<file path="config.mk">
export PLATFORM = sky130hd
export DESIGN_NAME = fetch_unit
export DESIGN_NICKNAME = d
export VERILOG_FILES = /design/src/rtl/fetch_unit_pkg.sv /design/src/rtl/fetch_unit_next_pc_calc.sv /design/src/rtl/fetch_unit.sv
export SDC_FILE = /design/constraint.sdc
export NUM_CORES = 1
export LEC_CHECK = 0
export BUFFER_PORTS_ARGS = -buffer_cell sky130_fd_sc_hd__buf_2
export CAP_MARGIN = 20
export CORE_MARGIN = 4
export CORE_UTILIZATION = 35
export DETAILED_ROUTE_END_ITERATION = 8
export GPL_TIMING_DRIVEN = 1
export PLACE_DENSITY_LB_ADDON = 0.05
export REMOVE_ABC_BUFFERS = 1
export SLEW_MARGIN = 20
export SYNTH_ARGS = -nofsm -noshare
export SYNTH_HDL_FRONTEND = slang
export SYNTH_SLANG_ARGS = --single-unit
</file>
<file path="constraint.sdc">
create_clock -name clk_pi -period 8.1 [get_ports clk_pi]
set_clock_uncertainty 0.05 [all_clocks]
set_input_delay 0.405 -clock clk_pi [delete_from_list [all_inputs] [get_ports clk_pi]]
set_output_delay 0.405 -clock clk_pi [all_outputs]
set_load 0.005 [all_outputs]
</file>
<file path="src/rtl/fetch_unit_pkg.sv">
// Shared types and constants for the fetch stage.
package fetch_unit_pkg;

    localparam int unsigned PC_WIDTH_DEFAULT     = 16;
    localparam int unsigned BR_OFF_WIDTH_DEFAULT = 6;
    localparam int unsigned INSTR_WIDTH          = 16;
    localparam int unsigned IMM_WIDTH            = 12;
    localparam int unsigned CNT_WIDTH            = 16;
    localparam logic [15:0] RESET_PC_DEFAULT     = 16'h0000;

    typedef logic [1:0] fetch_state_t;

    localparam fetch_state_t ST_FETCH = 2'd0;
    localparam fetch_state_t ST_WAIT  = 2'd1;
    localparam fetch_state_t ST_EXEC  = 2'd2;
    localparam fetch_state_t ST_HALT  = 2'd3;

endpackage

</file>
<file path="src/rtl/fetch_unit_next_pc_calc.sv">
// Priority selection of the retiring instruction's successor PC.
module next_pc_calc
    import fetch_unit_pkg::*;
#(
    parameter int unsigned          PC_WIDTH     = PC_WIDTH_DEFAULT,
    parameter logic [PC_WIDTH-1:0]  RESET_PC     = PC_WIDTH'(RESET_PC_DEFAULT),
    parameter int unsigned          BR_OFF_WIDTH = BR_OFF_WIDTH_DEFAULT
) (
    input  logic [PC_WIDTH-1:0]  pc_i,
    input  logic [IMM_WIDTH-1:0] immediate_i,
    input  logic                 rst_cmd_i,
    input  logic                 halt_cmd_i,
    input  logic                 jump_i,
    input  logic                 branch_taken_i,
    output logic [PC_WIDTH-1:0]  next_pc_c,
    output logic                 halt_c
);

    logic [PC_WIDTH-1:0] pc_inc;
    logic [PC_WIDTH-1:0] br_off;
    logic [PC_WIDTH-1:0] jump_target;

    // Branch offsets are relative to PC+1; all sums wrap modulo 2^PC_WIDTH.
    always_comb begin
        pc_inc      = pc_i + PC_WIDTH'(1);
        br_off      = {{(PC_WIDTH-BR_OFF_WIDTH){immediate_i[BR_OFF_WIDTH-1]}},
                       immediate_i[BR_OFF_WIDTH-1:0]};
        jump_target = {pc_i[PC_WIDTH-1:IMM_WIDTH], immediate_i};
        next_pc_c   = pc_inc;
        halt_c      = 1'b0;
        if (rst_cmd_i) begin
            next_pc_c = RESET_PC;
        end else if (halt_cmd_i) begin
            next_pc_c = pc_i;
            halt_c    = 1'b1;
        end else if (jump_i) begin
            next_pc_c = jump_target;
        end else if (branch_taken_i) begin
            next_pc_c = pc_inc + br_off;
        end
    end

endmodule

</file>
<file path="src/rtl/fetch_unit.sv">
// PC register and instruction-fetch FSM for the 16-bit core.
// Optional retired-instruction counter enabled by FETCH_PERF_CNT_EN.
module fetch_unit
    import fetch_unit_pkg::*;
#(
    parameter int unsigned          PC_WIDTH     = PC_WIDTH_DEFAULT,
    parameter logic [PC_WIDTH-1:0]  RESET_PC     = PC_WIDTH'(RESET_PC_DEFAULT),
    parameter int unsigned          BR_OFF_WIDTH = BR_OFF_WIDTH_DEFAULT
) (
    input  logic                   clk_pi,
    input  logic                   reset_n_pi,
    output logic                   imem_req_po,
    output logic [PC_WIDTH-1:0]    imem_addr_po,
    input  logic                   imem_ready_pi,
    input  logic                   imem_valid_pi,
    input  logic [INSTR_WIDTH-1:0] imem_data_pi,
    output logic [INSTR_WIDTH-1:0] instruction_po,
    output logic                   instr_valid_po,
    input  logic                   stall_pi,
    input  logic                   is_branch_taken_pi,
    input  logic                   jump_pi,
    input  logic                   halt_cmd_pi,
    input  logic                   rst_cmd_pi,
    input  logic [IMM_WIDTH-1:0]   immediate_pi,
    output logic [PC_WIDTH-1:0]    pc_po,
    output logic                   halted_po
`ifdef FETCH_PERF_CNT_EN
    ,
    output logic [CNT_WIDTH-1:0]   retired_count_po
`endif
);

    fetch_state_t           state_q, state_d;
    logic [PC_WIDTH-1:0]    pc_q, pc_d;
    logic [INSTR_WIDTH-1:0] instr_q, instr_d;
    logic                   req_q, req_d;
    logic                   valid_q, valid_d;
    logic                   halted_q, halted_d;
    logic [PC_WIDTH-1:0]    next_pc;
    logic                   go_halt;
    logic                   retire;

    next_pc_calc #(
        .PC_WIDTH     (PC_WIDTH),
        .RESET_PC     (RESET_PC),
        .BR_OFF_WIDTH (BR_OFF_WIDTH)
    ) u_next_pc (
        .pc_i           (pc_q),
        .immediate_i    (immediate_pi),
        .rst_cmd_i      (rst_cmd_pi),
        .halt_cmd_i     (halt_cmd_pi),
        .jump_i         (jump_pi),
        .branch_taken_i (is_branch_taken_pi),
        .next_pc_c      (next_pc),
        .halt_c         (go_halt)
    );

    always_ff @(posedge clk_pi or negedge reset_n_pi) begin
        if (!reset_n_pi) begin
            state_q  <= ST_FETCH;
            pc_q     <= RESET_PC;
            instr_q  <= '0;
            req_q    <= 1'b0;
            valid_q  <= 1'b0;
            halted_q <= 1'b0;
        end else begin
            state_q  <= state_d;
            pc_q     <= pc_d;
            instr_q  <= instr_d;
            req_q    <= req_d;
            valid_q  <= valid_d;
            halted_q <= halted_d;
        end
    end

    // Next state; strobes are registered decodes of the next state.
    always_comb begin
        state_d = state_q;
        pc_d    = pc_q;
        instr_d = instr_q;
        retire  = 1'b0;
        case (state_q)
            ST_FETCH: begin
                // The request is only real once it has been presented.
                if (req_q && imem_ready_pi) begin
                    state_d = ST_WAIT;
                end
            end
            ST_WAIT: begin
                if (imem_valid_pi) begin
                    instr_d = imem_data_pi;
                    state_d = ST_EXEC;
                end
            end
            ST_EXEC: begin
                if (!stall_pi) begin
                    retire  = 1'b1;
                    pc_d    = next_pc;
                    state_d = go_halt ? ST_HALT : ST_FETCH;
                end
            end
            default: begin
                state_d = ST_HALT;
            end
        endcase
        req_d    = (state_d == ST_FETCH);
        valid_d  = (state_d == ST_EXEC);
        halted_d = (state_d == ST_HALT);
    end

`ifdef FETCH_PERF_CNT_EN
    logic [CNT_WIDTH-1:0] cnt_q, cnt_d;

    always_ff @(posedge clk_pi or negedge reset_n_pi) begin
        if (!reset_n_pi) begin
            cnt_q <= '0;
        end else begin
            cnt_q <= cnt_d;
        end
    end

    // Saturating count of retirements; a soft reset clears it.
    always_comb begin
        cnt_d = cnt_q;
        if (retire) begin
            if (rst_cmd_pi) begin
                cnt_d = '0;
            end else if (cnt_q != '1) begin
                cnt_d = cnt_q + CNT_WIDTH'(1);
            end
        end
    end

    assign retired_count_po = cnt_q;
`endif

    assign imem_req_po    = req_q;
    assign imem_addr_po   = pc_q;
    assign pc_po          = pc_q;
    assign instruction_po = instr_q;
    assign instr_valid_po = valid_q;
    assign halted_po      = halted_q;

endmodule

</file>
==> results.md <==
* Status: finished clean
* Synth Cell Area at between 2000 and 3000 sq um
* Max-cap violation count at 0
* VDD IR max at 0.129 mV
* Post-CTS sizing at 0
* Arrival time worst endpoint at 3.67 ns
* CTS sink cnt at 37
* GPL Wtd Cong at 0.772
* Yosys reg bits at 37
* Root buf cell: clkbuf_8
* Kind of critical path: flop to flop
* TritonCTS buffer count at 5
* Max-slew violation count at 0
* Commonest cells post-synth: dfrtp_1 (37), nand2_1 (26), nor2_1 (21), o21ai_1 (20), ha_1 (19)
* Main synth FF type: dfrtp_1
* Mean number of vias per cell at ~5.1
* Routed WL at 7.08 mm
* Setup TNS at 0 ns
* Area post-placement at 3180 sq um
* Hpwl dp at 5.54 mm
* Via count at roughly 2400
* Min Tclk post-route at 3.50 ns
* Post-Syn Instances at between 300 and 400
* Final ANT Viol Nets at 0
* Most frequent cell after synthesis: dfrtp_1
* Fillers at a little over 800
* Ys async rst share at between 90% and 100%
* Synth top area share at 33.5%
* Port bufs at 87
* CP Launch Type: flop
* Row cnt at 32
* Core box area at between 7000 and 8000 sq um
* Overall routing resource usage at 15.1%
* Mean Syn Cell Area at 9.19 sq um
* Chip width at 96.9 um
* Number of flops mapped to enable cells by yosys at 0
* Die span in y at 96.9 um
* Unrepaired setup endpoints after global routing: no
* Post-synthesis sequential area ratio at 33.5%
* # IOs at 88
* First-pass GRT wire length at 11.7 mm
* Ant diodes at 0
* Setup Viol. Count Final at 0
* Crit-path max FO at 5
* Clk pin slew, worst setup/hold paths at ~0.07 ns
* Fmax at between 200 and 300 MHz
* Nets at 429
* YS warnings at 0
* Worst setup EP type: flop
* Total gr overflow at 0
* DRC violation count after routing at 0
* Clk_lat worst skew at 0.29 ns
* Initial antenna violation count at 0
* Initial DRT Pass Iterations at 4
* Number of DRC markers in iteration 0 at 60
* Part of the power in registers at 33.7%
* Slew Limit Headroom at 44.4%
* Post-synth top area cell: dfrtp_1
* Starting density of the core at 36.0%
* Largest cells by area after synthesis: dfrtp_1 (33%), ha_1 (8.6%), mux2_1 (4.9%), buf_4 (4.3%), xnor2_1 (4.1%)
* WL/cell at 15.0 um
* CTS tree: yes
* Design area at around 3300 sq um
* Min-delay worst type: input pin to async pin
* Max Buffers Root-to-Sink at 2
* Total Power at 0.00106 W
* Net Switching at approximately 0.00045 W
* Vias in the first global route at 2371
* Worst-Margin Slew at around 0.83 ns
* CP required at ~8.3 ns
* Clock power share at 11.3%
* CTS H-tree depth at 2
* Die ar. at 9390 sq um
* P_int at 0.000613 W
* Fin. Hold Viols at 0
* Worst reg2reg path depth at 14
* Share of layout cells above drive strength 1 at 28.3%
* Comb power frac at a little under three fifths
* Net Sw Frac at 42.1%
* Yosys cell types at 47
* Final core occ at 42.4%
* Setup bufs post-CTS at 0
* CTS Hold Bufs at 0
* Largest net degree at the start of global routing at 38
* Power density cells at 325 nW/um^2
* Layout area overhead at 17.7%
* Fin crit share at 43.3%
* Leakage Power at 1.65 nW
registers in the layout, summed over array words and instances (netlist names):
| register | flops |
|---|---|
| imem_req_po | 1 |
| instruction_po | 16 |
| halted_po | 1 |
| instr_valid_po | 1 |
| imem_addr_po | 16 |
| state_q | 2 |
power groups by stage:
stage / logic [W] / registers [W] / clock network (W)
final: 0.000582 / 0.000357 / 0.000120
after global routing: 0.000662 / 0.000371 / 0.000131
after CTS: 0.000595 / 0.000358 / 0.000125
after detailed placement: 0.000592 / 0.000361 / 0
after global placement: 0.000590 / 0.000356 / 0
after floorplan: 0.000369 / 0.000357 / 0
stage by stage:
stage                     hold slack (ns)  std cells  setup slack [ns]
after floorplan                    0.0594        278              4.94
after global placement              0.420        467              4.71
after detailed placement            0.425        467              4.61
after CTS                           0.194        473              4.59
after global routing                0.246        473              4.32
final                               0.167        473              4.60
layer usage:
layer / global-route usage, % / vias to the layer above / part of all wire, %
met4: 4.00 / 0 / 1.6
met5: 0 / - / 0
met1: 19.9 / 1121 / 46
met2: 25.4 / 57 / 49
met3: 2.81 / 11 / 3.7
li1: - / 1200 / -
layout make-up:
| type | count | area (sq um) | area share (%) |
|---|---|---|---|
| multi-input cells | 230 | 1650 | 50.7 |
| flip-flops and latches | 37 | 926 | 28.4 |
| repair buffers | 87 | 435 | 13.4 |
| well taps | 102 | 128 | 3.92 |
| clock buffers | 5 | 68.8 | 2.11 |
| inverters | 11 | 41.3 | 1.27 |
| clock inverters | 1 | 5.00 | 0.154 |
layout by cell type, fill, tap and decap left out, drive strengths merged, types with 2 or more instances in the layout:
cell | netlist | routed
a32o | 2 | 2
buf | 18 | 87
and2 | 3 | 3
xor2 | 10 | 10
o21a | 2 | 2
nor2b | 4 | 4
ha | 19 | 19
a211oi | 6 | 6
clkbuf | 5 | 5
dfrtp | 37 | 37
nand4 | 2 | 2
mux2 | 18 | 18
nand2b | 7 | 7
inv | 11 | 11
xnor2 | 13 | 13
a21oi | 16 | 16
or3 | 3 | 3
a31oi | 3 | 3
mux2i | 6 | 6
nand3 | 8 | 8
o211ai | 4 | 4
a211o | 2 | 2
a21o | 4 | 4
o31ai | 2 | 2
nor3 | 4 | 4
and3 | 7 | 7
o21ai | 26 | 26
nand3b | 2 | 2
nand2 | 26 | 26
nor2 | 21 | 21
critical path, stage by stage (launching register included):
cell	delay, ns
dfrtp_1	0.43
and2_1	0.21
and4_1	0.24
and3_1	0.26
nand3_1	0.11
xnor2_1	0.26
ha_1	0.29
or3_1	0.34
o21ai_0	0.13
a311oi_2	0.11
a41oi_1	0.28
mux2i_1	0.28
xor2_1	0.20
a21oi_1	0.09
mux2i_1	0.14
cell families (layout without fill, tap and decap cells):
family                     after synthesis  count (layout)  synth area share (%)
adders and majority gates               20              20                  9.32
muxes                                   24              24                  9.50
DFF                                     37              37                  33.5
and+or+nand+nor                         90              90                  16.5
xor gates and xnor gates                23              23                  7.28
AOI/OAI and AO/OA                       73              73                  17.2
buffers and inverters                   34             104                  6.78
worst paths after layout:
check,start,end,slack (ns)
max,imem_addr_po[3]$_DFFE_PN0P_,imem_addr_po[15]$_DFFE_PN0P_,4.60
max in group asynchronous,reset_n_pi,imem_addr_po[7]$_DFFE_PN0P_,7.31
max reg2reg,imem_addr_po[3]$_DFFE_PN0P_,imem_addr_po[15]$_DFFE_PN0P_,4.60
min reg2reg,instruction_po[4]$_DFFE_PN0P_,instruction_po[4]$_DFFE_PN0P_,0.44
min,reset_n_pi,halted_po$_DFF_PN0_,0.17
min in group clk_pi,imem_data_pi[11],instruction_po[11]$_DFFE_PN0P_,0.27
No activity file was read; power rests on OpenSTA's default activity.
